## src/rtl/game_pkg.sv

```systemverilog
// Types and constants shared by direction_input and the game Core.
// Includes the LFSR step and seed-substitution helpers.
package game_pkg;

   typedef enum logic [1:0] {
      DIR_UP    = 2'd0,
      DIR_DOWN  = 2'd1,
      DIR_LEFT  = 2'd2,
      DIR_RIGHT = 2'd3
   } dir_t;

   localparam logic [2:0]  DIR_IDLE          = 3'b100;
   localparam logic [15:0] LFSR_MASK         = 16'hB400;
   localparam logic [15:0] LFSR_DEFAULT_SEED = 16'hACE1;

   // Galois right-shift step; the mask is applied when the dropped bit is 1.
   function automatic logic [15:0] lfsr_next(input logic [15:0] s);
      return (s >> 1) ^ (s[0] ? LFSR_MASK : 16'h0000);
   endfunction

   // An all-zero seed would lock the LFSR, so it is replaced.
   function automatic logic [15:0] lfsr_seed(input logic [15:0] s);
      return (s == '0) ? LFSR_DEFAULT_SEED : s;
   endfunction

endpackage

```

## src/rtl/key_debounce.sv

```systemverilog
// Two-flop synchroniser plus counting debouncer for one active-low push-button.
// o_stable is the debounced level (1 = pressed); o_rise pulses once per accepted press.
module key_debounce #(
   parameter int unsigned DEBOUNCE_CYCLES = 16
) (
   input  logic i_clk,
   input  logic i_rst,
   input  logic i_key_n,
   output logic o_stable,
   output logic o_rise
);

   localparam int unsigned    CW       = $clog2(DEBOUNCE_CYCLES);
   localparam logic [CW-1:0]  CNT_LAST = CW'(DEBOUNCE_CYCLES - 1);

   logic          r_sync1;
   logic          r_sync2;
   logic          r_stable;
   logic          r_rise;
   logic [CW-1:0] r_cnt;

   // Input is inverted ahead of the synchroniser so the cleared reset state reads as released.
   always_ff @(posedge i_clk or negedge i_rst) begin
      if (!i_rst) begin
         r_sync1  <= 1'b0;
         r_sync2  <= 1'b0;
         r_stable <= 1'b0;
         r_rise   <= 1'b0;
         r_cnt    <= '0;
      end else begin
         r_sync1 <= ~i_key_n;
         r_sync2 <= r_sync1;
         r_rise  <= 1'b0;
         if (r_sync2 == r_stable) begin
            r_cnt <= '0;
         end else if (r_cnt == CNT_LAST) begin
            r_stable <= r_sync2;
            r_rise   <= r_sync2;
            r_cnt    <= '0;
         end else begin
            r_cnt <= r_cnt + CW'(1);
         end
      end
   end

   assign o_stable = r_stable;
   assign o_rise   = r_rise;

endmodule

```

## src/rtl/direction_input.sv

```systemverilog
// Button front-end for Core: debounced one-shot direction and game-reset commands,
// plus a free-running 2-bit pseudo-random direction.
module direction_input
   import game_pkg::*;
#(
   parameter int unsigned DEBOUNCE_CYCLES = 16,
   parameter logic [15:0] LFSR_SEED       = 16'hACE1
) (
   input  logic       i_clk,
   input  logic       i_rst,
   input  logic [3:0] i_key,
   input  logic       i_key_reset,
   output logic [2:0] user_direction,
   output logic       reset,
   output logic [1:0] random_direction
);

   localparam logic [15:0] SEED_EFF = lfsr_seed(LFSR_SEED);

   logic [4:0]  w_key_n;
   logic [4:0]  w_stable;
   logic [4:0]  w_rise;
   logic [3:0]  w_others;
   logic        w_dir_valid;
   dir_t        w_dir;
   logic [15:0] w_lfsr_next;

   logic [3:0]  r_stable_prev;
   logic [2:0]  r_user_direction;
   logic        r_reset;
   logic [15:0] r_lfsr;
   logic [1:0]  r_random_direction;

   assign w_key_n = {i_key_reset, i_key};

   for (genvar g = 0; g < 5; g++) begin : g_key
      key_debounce #(
         .DEBOUNCE_CYCLES(DEBOUNCE_CYCLES)
      ) u_key_debounce (
         .i_clk   (i_clk),
         .i_rst   (i_rst),
         .i_key_n (w_key_n[g]),
         .o_stable(w_stable[g]),
         .o_rise  (w_rise[g])
      );
   end

   // A rise is rejected if any other direction key was already held; lowest index wins ties.
   always_comb begin
      w_others    = '0;
      w_dir_valid = 1'b0;
      w_dir       = DIR_UP;
      for (int unsigned k = 0; k < 4; k++) begin
         w_others[k] = |(r_stable_prev & ~(4'b0001 << k));
         if (w_rise[k] && !w_others[k] && !w_dir_valid) begin
            w_dir_valid = 1'b1;
            w_dir       = dir_t'(k[1:0]);
         end
      end
   end

   assign w_lfsr_next = lfsr_next(r_lfsr);

   always_ff @(posedge i_clk or negedge i_rst) begin
      if (!i_rst) begin
         r_stable_prev      <= '0;
         r_user_direction   <= DIR_IDLE;
         r_reset            <= 1'b0;
         r_lfsr             <= SEED_EFF;
         r_random_direction <= SEED_EFF[1:0];
      end else begin
         r_stable_prev      <= w_stable[3:0];
         r_user_direction   <= w_dir_valid ? {1'b0, w_dir} : DIR_IDLE;
         r_reset            <= w_rise[4] & w_stable[4];
         r_lfsr             <= w_lfsr_next;
         r_random_direction <= w_lfsr_next[1:0];
      end
   end

   assign user_direction   = r_user_direction;
   assign reset            = r_reset;
   assign random_direction = r_random_direction;

endmodule
```

## config.mk

```make
export PLATFORM = sky130hd
export DESIGN_NAME = direction_input
export DESIGN_NICKNAME = d
export VERILOG_FILES = /design/src/rtl/game_pkg.sv /design/src/rtl/key_debounce.sv /design/src/rtl/direction_input.sv
export SDC_FILE = /design/constraint.sdc
export NUM_CORES = 1
export LEC_CHECK = 0
export CAP_MARGIN = 10
export CORE_MARGIN = 10
export CORE_UTILIZATION = 57
export DETAILED_ROUTE_END_ITERATION = 10
export GPL_TIMING_DRIVEN = 0
export HOLD_SLACK_MARGIN = 0.15
export PLACE_DENSITY = 0.77
export SYNTH_ARGS = -nofsm -noshare
export SYNTH_HDL_FRONTEND = slang
export SYNTH_HIERARCHICAL = 1
export SYNTH_SLANG_ARGS = --single-unit
```

## constraint.sdc

```tcl
create_clock -name i_clk -period 1.3 [get_ports i_clk]
set_input_delay 0.13 -clock i_clk [delete_from_list [all_inputs] [get_ports i_clk]]
set_output_delay 0.13 -clock i_clk [all_outputs]
set_load 0.03 [all_outputs]
```

==> reports/metrics.yaml, run 1 <==
antenna_found_initial: 0
synthArstFlopShare_pct: 100
cap_violations: 0
peakVddDrop_v: 0.00109
grt_pass1_vias: 1368
seq_area_frac_synth_pct: 70.4
startpoint_type: "register"
skew_ps: 5.33
drive_above_1_share_pct: 24.9
final_antenna_net_count: 0
yosys.area.top_type_share_pct: 60.1
ys_types: 22
gp_congestion: 0.658
critPathSlowestCell: "dfstp_2"
row_count: 22
synth_area_leader_cell: "dfrtp_1"
wire_per_inst_um: 15.7
critPathMaxStageDelay_ps: 510
p_leak_nw: 1.29
rrSetupSlack_ps: 60
worstPathArrival_ps: 1120
grt_use_total_pct: 11.3
rsz0062_at_grt: "false"
synthMuxAreaShare_pct: 3.28
final.fill_count: 235
setup_violations: 0
port_buffers: 12
worstPathMaxFanout: 1
syn_to_final_growth_pct: 17.4
switchingPower_mw: 0.777
clkLatencyLatePin_ps: 330
clockPowerShare_pct: 38.8
synth_top_family_by_area: "simple AND/OR/NAND/NOR gates"
die_x_um: 83.4
cts_tree: "done"
slew_headroom_pct: 47.7
critPathKind: "reg2out"
outcome: "finished, final reports clean"
fin_setup_tns_ps: 0
cts_made_buffers: 9
cp.buffers_inverters: 1
grt_max_degree: 36
final_nets: 184
post-route-drc-count: 0
die_h_um: 83.4
worstMarginPinSlew_ps: 784
firstDrtPassIters: 3
synthSimpleGateAreaFrac_pct: 10.7
die-area_sq_mm: 0.00695
timing.fmax_ghz: 0.800
synth_xor_area_share_pct: 4.97
synthesis.area_sq_mm: 0.00229
syn_nets: 158
critPathTopFamily: "flip-flops"
ys_warn_count: 6
sw_frac_of_total_pct: 21.0
synth_edf_count: 0
core_sq_mm: 0.00377
holdWs_ps: 280
synth_commonest_cells: "dfrtp_1 (55), nor3b_1 (10), xnor2_1 (10)"
synth_flop_cell: "dfrtp_1"
combPwrFrac_pct: 4.5
power_density_mw_per_mm2: 1380
drtIter0Drc: 65
start_util_pct: 60.7
clockRootBuffer: "clkbuf_8"
synth_seq_cells: 64
grt_pass1_wl_um: 6260
syn_inst: 146
ios: 13
yosys.area_share.adder_pct: 2.73
synth_compound_gate_area_share_pct: 6.45
hold_viol_final: 0
min_path_type: "in2reg"
clock_sinks: 64
p_int_mw: 2.93
seqPwrFrac_pct: 56.7
synth_area_leaders: "dfrtp_1 (60%), dfstp_2 (10%), xnor2_1 (3.8%)"
slew_violations: 0
clock_tree.buffer_depth: 2
finalCritPeriodShare_pct: 96.1
worstSetupEndpointType: "output port"
antenna_cells: 0
synthMostInstantiatedCell: "dfrtp_1"
finalCriticalPeriod_ps: 1250
path_clk_slew_ps: 60
overflow: 0
routed_via_density: 5.34
htree_levels: 3
wl_um: 3540
dp_hpwl_um: 2440
syn_avg_cell_area_sq_um: 15.7
worstPathCellList: "clkdlybuf4s15_2"
via_count: 1201
fin_util_pct: 71.3
required_ps: 1170
-- cells by family (layout without fill, tap and decap cells) --
kind of cell / after synthesis / in the layout
compound gates: 18 / 18
xor+xnor: 13 / 13
fa+ha+maj: 5 / 5
buf+inv: 7 / 38
flops: 64 / 64
mux: 5 / 5
simple gates: 34 / 34
-- layout make-up --
| type | count | area, sq um | share of cell area (%) |
|---|---|---|---|
| inverter | 5 | 18.8 | 0.698 |
| tap | 48 | 60.1 | 2.23 |
| sequential | 64 | 1610 | 60.0 |
| buffer | 2 | 18.8 | 0.698 |
| timing repair buffer | 15 | 153 | 5.68 |
| multi-input combinational | 75 | 656 | 24.4 |
| clock buffer | 16 | 170 | 6.33 |
-- final timing paths --
path | start | to | cells past startpoint
min | i_key_reset | g_key[4].u_key_debounce/r_sync1 | 2
min reg2reg | g_key[1].u_key_debounce/r_sync1 | g_key[1].u_key_debounce/r_sync2 | 0
min in group asynchronous | i_rst | r_stable_prev[1] | 2
max | user_direction[2] | user_direction[2] | 1
max reg2reg | g_key[1].u_key_debounce/r_cnt[0] | g_key[1].u_key_debounce/r_cnt[3] | 3
max in group asynchronous | i_rst | r_lfsr[5] | 3
-- metal layers --
metal | GRT usage (%) | vias to the layer above | routed length, um
li1 | - | 556 | -
met1 | 12.3 | 616 | 1440
met2 | 17.6 | 20 | 1850
met3 | 4.59 | 9 | 169
met4 | 7.38 | 0 | 78
met5 | 0 | - | 0
-- flip-flops by register name, indices dropped and copies added, names as in the netlist --
| register | flops |
|---|---|
| g_key.u_key_debounce/r_cnt | 20 |
| r_lfsr | 16 |
| g_key.u_key_debounce/o_rise | 5 |
| g_key.u_key_debounce/o_stable | 5 |
| g_key.u_key_debounce/r_sync1 | 5 |
| g_key.u_key_debounce/r_sync2 | 5 |
| r_stable_prev | 4 |
| user_direction | 3 |
| reset | 1 |
-- metrics by stage --
step / instance area (sq um) / setup slack (ps) / total power [mW] / std cells
detailed placement: 2480 / -181 / 2.30 / 207
floorplan: 2290 / 163 / 2.21 / 146
CTS: 2670 / -5.03 / 3.76 / 224
global placement: 2470 / -1680 / 2.27 / 206
finish: 2690 / 50.2 / 3.71 / 225
global route: 2690 / 2.12 / 3.87 / 225
-- timing repair --
action                                 in CTS  in global routing
hold buffers                                1                  0
pin swaps                                   0                  0
endpoints found under the hold margin      30                  0
setup buffers                               0                  1
setup endpoints to repair                   6                  3
resized for setup                          17                  2
-- power by group through the flow --
stage	combinational (mW)	sequential, mW	clock (mW)
3_3_place_gp	0.144	2.12	0
4_1_cts	0.171	2.10	1.49
6_report	0.167	2.10	1.44
3_5_place_dp	0.167	2.13	0
5_1_grt	0.193	2.11	1.57
2_1_floorplan	0.0846	2.12	0
-- cells in the final DEF, fill, tap and decap left out --
| master | count |
|---|---|
| a311oi_2 | 2 |
| nand2b_4 | 1 |
| xor2_1 | 3 |
| nor2b_1 | 6 |
| nor4b_2 | 1 |
| ha_1 | 5 |
| a211oi_2 | 2 |
| xnor2_1 | 10 |
| dfstp_2 | 9 |
| nand3_2 | 5 |
| and2_1 | 1 |
| buf_12 | 1 |
| buf_6 | 2 |
| dlygate4sd2_1 | 3 |
| a21o_1 | 5 |
| o32a_1 | 1 |
| nand2b_1 | 3 |
| dlygate4sd3_1 | 1 |
| a31oi_1 | 5 |
| clkbuf_8 | 11 |
| dfrtp_1 | 55 |
| clkdlybuf4s15_2 | 2 |
| buf_2 | 1 |
| nor3_1 | 1 |
| inv_1 | 5 |
| a311oi_1 | 3 |
| mux2_4 | 5 |
| clkbuf_1 | 5 |
| clkdlybuf4s50_1 | 5 |
| buf_4 | 2 |
| nor2_1 | 6 |
| nor3b_1 | 10 |
Note: power is estimated with default switching activity, not from simulation.
==> run 2, diff against run 1 <==
--- a/config.mk
+++ b/config.mk
@@ -10,8 +10,9 @@
 export CORE_UTILIZATION = 57
 export DETAILED_ROUTE_END_ITERATION = 10
 export GPL_TIMING_DRIVEN = 0
-export HOLD_SLACK_MARGIN = 0.15
+export HOLD_SLACK_MARGIN = 0.06
 export PLACE_DENSITY = 0.77
+export REMOVE_ABC_BUFFERS = 1
 export SYNTH_ARGS = -nofsm -noshare
 export SYNTH_HDL_FRONTEND = slang
 export SYNTH_HIERARCHICAL = 1
==> run 2 against run 1 <==
  * Register-to-register slack about the same
  * Clock power up 23%
  * Hold slack better by 1.5 ps
  * Non-clock buffer count down 3
  * Final cell count down 1.3%
  * Critical path depth unchanged
  * Fmax down 0.35%
  * Via count down 1.3%
  * Utilization up 0.50 points
  * Critical path type unchanged
  * Largest cell class unchanged
  * Highest routed layer unchanged
==> reports/metrics.yaml, run 2 (synthesis results as in run 1) <==
fin_setup_tns_ps: 0
path_clk_slew_ps: 70
post-route-drc-count: 0
clock_sinks: 64
overflow: 0
hold_viol_final: 0
die_x_um: 83.4
power_density_mw_per_mm2: 1490
antenna_cells: 0
via_count: 1185
finalCritPeriodShare_pct: 96.5
clock_tree.buffer_depth: 2
slew_violations: 0
critPathKind: "reg2out"
critPathSlowestCell: "dfstp_2"
outcome: "finished, final reports clean"
firstDrtPassIters: 4
cts_tree: "done"
largest_reg_flops: 20
timing.fmax_ghz: 0.797
grt_max_degree: 45
gp_congestion: 0.695
dp_hpwl_um: 2290
cp.buffers_inverters: 1
syn_to_final_growth_pct: 18.3
routed_via_density: 5.34
skew_ps: 7.87
worstSetupEndpointType: "output port"
worstPathMaxFanout: 1
drive_above_1_share_pct: 26.4
ios: 13
required_ps: 1170
worstPathArrival_ps: 1120
finalCriticalPeriod_ps: 1250
peakVddDrop_v: 0.00140
drtIter0Drc: 51
worstMarginPinSlew_ps: 490
slew_headroom_pct: 67.3
clockRootBuffer: "clkbuf_8"
final_nets: 181
wl_um: 3490
rsz0062_at_grt: "false"
antenna_found_initial: 0
start_util_pct: 60.7
reg_top3: "g_key.u_key_debounce/r_cnt (20), r_lfsr (16)"
grt_use_total_pct: 11.4
largest_register: "g_key.u_key_debounce/r_cnt"
cap_violations: 0
worstPathCellList: "clkdlybuf4s18_2"
port_buffers: 12
critPathTopFamily: "flip-flops"
clkLatencyLatePin_ps: 330
pre_cts_ws_ps: -82.6
grt_pass1_vias: 1335
final_antenna_net_count: 0
die-area_sq_mm: 0.00695
grt_pass1_wl_um: 6320
die_h_um: 83.4
final_common_cell: "dfrtp_1"
min_path_type: "in2reg"
row_count: 22
p_leak_nw: 1.30
setup_slack_ps: 45.8
htree_levels: 3
cts_made_buffers: 9
core_sq_mm: 0.00377
wire_per_inst_um: 15.7
setup_violations: 0
layout_common_cells: "dfrtp_1 (55), clkbuf_8 (13), xnor2_1 (10), nor3b_1 (10), dfstp_2 (9)"
startpoint_type: "register"
critPathMaxStageDelay_ps: 520
## run 2: routing by layer
layer	routed length [um]	global-route usage [%]
met3	191	5.66
met2	1730	17.0
met4	60	6.62
met1	1510	12.8
met5	0	0
## run 2: final timing paths
check | start | end | slack (ps) | depth (start not counted)
max | user_direction[2] | user_direction[2] | 50 | 1
min | i_key[0] | g_key[0].u_key_debounce/r_sync1 | 280 | 2
max reg2reg | g_key[4].u_key_debounce/r_cnt[0] | g_key[4].u_key_debounce/r_cnt[3] | 60 | 3
min reg2reg | g_key[2].u_key_debounce/r_sync1 | g_key[2].u_key_debounce/r_sync2 | 350 | 0
max in group asynchronous | i_rst | r_lfsr[7] | 350 | 3
min in group asynchronous | i_rst | g_key[3].u_key_debounce/r_cnt[3] | 300 | 2
## run 2: layout make-up
cell class | instances | area [sq um]
flip-flops and latches | 64 | 1610
fillers | 225 | 1060
multi-input cells | 75 | 661
clock buffers | 14 | 183
repair buffers | 14 | 138
well taps | 48 | 60.1
clock inverters | 2 | 35.0
inverters | 5 | 18.8
## run 2: report_power, final
group / leakage, nW / internal (mW) / switching [mW]
sequential: 0.826 / 2.05 / 0.0505
combinational: 0.358 / 0.0807 / 0.0885
clock: 0.113 / 1.09 / 0.681
## run 2: metrics by stage
stage | total power, mW | cell area (sq um) | utilization [%] | cells | hold WS, ps
floorplan | 2.21 | 2270 | - | 144 | -166
detailed placement | 2.30 | 2470 | 65.5 | 205 | 115
CTS | 4.10 | 2700 | 71.5 | 222 | 264
finish | 4.04 | 2710 | 71.8 | 222 | 282
global placement | 2.27 | 2450 | 65.1 | 204 | 334
global route | 4.23 | 2710 | 71.8 | 222 | 281
## run 2: worst register-to-register path: cells and delay by family (launching register included)
kind / cells / cell delay [ps]
AOI/OAI and AO/OA: 2 / 470
adders and majority gates: 1 / 270
DFF: 1 / 410
## run 2: repair_timing
item,CTS,global route
hold buffers,1,0
setup endpoints to repair,7,5
endpoints found under the hold margin,14,0
buffers inserted,0,0
gates resized for setup,13,5
gates cloned,0,0
==> run 3, diff against run 2 <==
--- a/config.mk
+++ b/config.mk
@@ -5,13 +5,13 @@
 export SDC_FILE = /design/constraint.sdc
 export NUM_CORES = 1
 export LEC_CHECK = 0
-export CAP_MARGIN = 10
+export CAP_MARGIN = 20
 export CORE_MARGIN = 10
 export CORE_UTILIZATION = 57
 export DETAILED_ROUTE_END_ITERATION = 10
 export GPL_TIMING_DRIVEN = 0
 export HOLD_SLACK_MARGIN = 0.06
-export PLACE_DENSITY = 0.77
+export PLACE_DENSITY_LB_ADDON = 0.25
 export REMOVE_ABC_BUFFERS = 1
 export SYNTH_ARGS = -nofsm -noshare
 export SYNTH_HDL_FRONTEND = slang
==> run 3 against run 2 <==
  * Non-clock buffer count unchanged
  * Hold slack got worse by 11 ps
  * Design area decreased by 1.4%
  * Die area unchanged
  * Total power decreased by 3.0%
  * Critical path type unchanged
  * Largest power group unchanged
==> reports/metrics.yaml, run 3 (synthesis results as in run 1) <==
via_count: 1173
power_density_mw_per_mm2: 1470
min_to: "g_key[3].u_key_debounce/r_sync1"
core_sq_mm: 0.00377
final_antenna_net_count: 0
outcome: "finished, final reports clean"
path_clk_slew_ps: 60
clkLatencyLatePin_ps: 330
grt_max_degree: 46
combPwrFrac_pct: 4.1
final_nets: 181
ios: 13
cts_made_buffers: 9
startpoint_type: "register"
power_mw: 3.92
cp.buffers_inverters: 1
rsz0062_at_grt: "false"
die_x_um: 83.4
post-route-drc-count: 0
final_common_cell: "dfrtp_1"
drtIter0Drc: 53
min_path_type: "in2reg"
cap_violations: 0
firstDrtPassIters: 4
routed_via_density: 5.28
htree_levels: 3
grt_pass1_vias: 1312
drive_above_1_share_pct: 24.1
row_count: 22
hp-start: "i_key[3]"
worstMarginPinSlew_ps: 453
finalCriticalPeriod_ps: 1260
worstPathArrival_ps: 1130
clock_sinks: 64
seqPwrFrac_pct: 53.5
worstSetupEndpointType: "output port"
grt_pass1_wl_um: 6060
skew_ps: 3.74
cts_tree: "done"
clock_tree.buffer_depth: 2
critPathKind: "reg2out"
critPathSlowestCell: "dfstp_2"
rr_startpoint: "g_key[4].u_key_debounce/r_cnt[0]"
gp_congestion: 0.712
overflow: 0
critPathMaxStageDelay_ps: 510
largest_register: "g_key.u_key_debounce/r_cnt"
timing.fmax_ghz: 0.795
reg_top3: "g_key.u_key_debounce/r_cnt (20), r_lfsr (16)"
die-area_sq_mm: 0.00695
dp_hpwl_um: 2310
slew_violations: 0
critPathTopFamily: "flip-flops"
layout_common_cells: "dfrtp_1 (55), clkbuf_8 (11), xnor2_1 (10), nor3b_1 (10), dfstp_2 (9)"
clockPowerShare_pct: 42.3
largest_reg_flops: 20
setup_violations: 0
final.fill_count: 264
port_buffers: 12
hold_viol_final: 0
reg2reg_depth: 3
p_int_mw: 3.11
antenna_found_initial: 0
antenna_cells: 0
worstPathCellList: "clkdlybuf4s15_2"
die_h_um: 83.4
r2r_end: "g_key[4].u_key_debounce/r_cnt[3]"
sw_frac_of_total_pct: 20.6
p_leak_nw: 1.29
finalCritPeriodShare_pct: 96.7
switchingPower_mw: 0.808
hold_path_depth: 2
wire_per_inst_um: 15.3
wl_um: 3410
rrSetupSlack_ps: 70
fin_util_pct: 70.8
slew_headroom_pct: 69.8
start_util_pct: 60.7
syn_to_final_growth_pct: 16.6
grt_use_total_pct: 11.0
clockRootBuffer: "clkbuf_8"
required_ps: 1170
worstPathMaxFanout: 1
peakVddDrop_v: 0.00137
[run 3: cell count changes in the layout (fill, tap and decap cells not counted), sizes merged]
cell / previous run / this run
clkdlybuf4s18: 1 / 0
dlygate4sd2: 4 / 3
clkinv: 1 / 2
clkdlybuf4s15: 0 / 1
buf: 2 / 3
clkbuf: 15 / 14
[run 3: layer usage]
| metal | part of all wire (%) | GRT usage, % | vias up |
|---|---|---|---|
| li1 | - | - | 550 |
| met1 | 41 | 10.8 | 597 |
| met2 | 52 | 18.2 | 22 |
| met3 | 6.3 | 6.84 | 4 |
| met4 | 0.59 | 4.46 | 0 |
| met5 | 0 | 0 | - |
[run 3: final cells by class]
type | instances | area (sq um) | share of cell area (%)
multi-input cells | 75 | 643 | 24.1
clock inverters | 3 | 40.0 | 1.50
well taps | 48 | 60.1 | 2.25
repair buffers | 14 | 135 | 5.06
flip-flops and latches | 64 | 1610 | 60.4
inverters | 5 | 18.8 | 0.703
clock buffers | 13 | 159 | 5.95
[run 3: worst max path at each step]
stage          depth (start not counted)                          endpoint  slack, ps                             start
2_1_floorplan                          3  g_key[0].u_key_debounce/o_stable        160  g_key[0].u_key_debounce/r_cnt[0]
3_3_place_gp                           1  g_key[0].u_key_debounce/r_cnt[1]      -1670                             i_rst
3_5_place_dp                           1               random_direction[0]       -100                         r_lfsr[0]
4_1_cts                                1                 user_direction[2]         10                 user_direction[2]
5_1_grt                                1                 user_direction[2]          4                 user_direction[2]
6_report                               1                 user_direction[2]         40                 user_direction[2]
[run 3: metrics by stage]
step / setup slack (ps) / hold slack [ps] / instances / TNS, ps / instance area, sq um
detailed placement: -97.1 / 101 / 205 / -97.1 / 2470
global route: 3.65 / 259 / 222 / 0 / 2670
floorplan: 163 / -166 / 144 / 0 / 2270
CTS: 10.5 / 246 / 222 / 0 / 2670
finish: 42.4 / 271 / 222 / 0 / 2670
global placement: -1670 / 333 / 204 / -101360 / 2450
[run 3: power by group through the flow]
stage / sequential [mW] / clock (mW) / combinational, mW
2_1_floorplan: 2.12 / 0 / 0.0846
3_3_place_gp: 2.13 / 0 / 0.144
3_5_place_dp: 2.13 / 0 / 0.163
4_1_cts: 2.10 / 1.74 / 0.168
5_1_grt: 2.10 / 1.82 / 0.187
6_report: 2.10 / 1.66 / 0.161
[run 3: timing repair]
action                                  in CTS  in global routing
gates cloned                                 0                  0
setup buffers                                0                  0
hold endpoints to repair                    18                  0
resized for setup                           14                  1
hold buffers                                 1                  0
endpoints found under the setup margin       6                  1
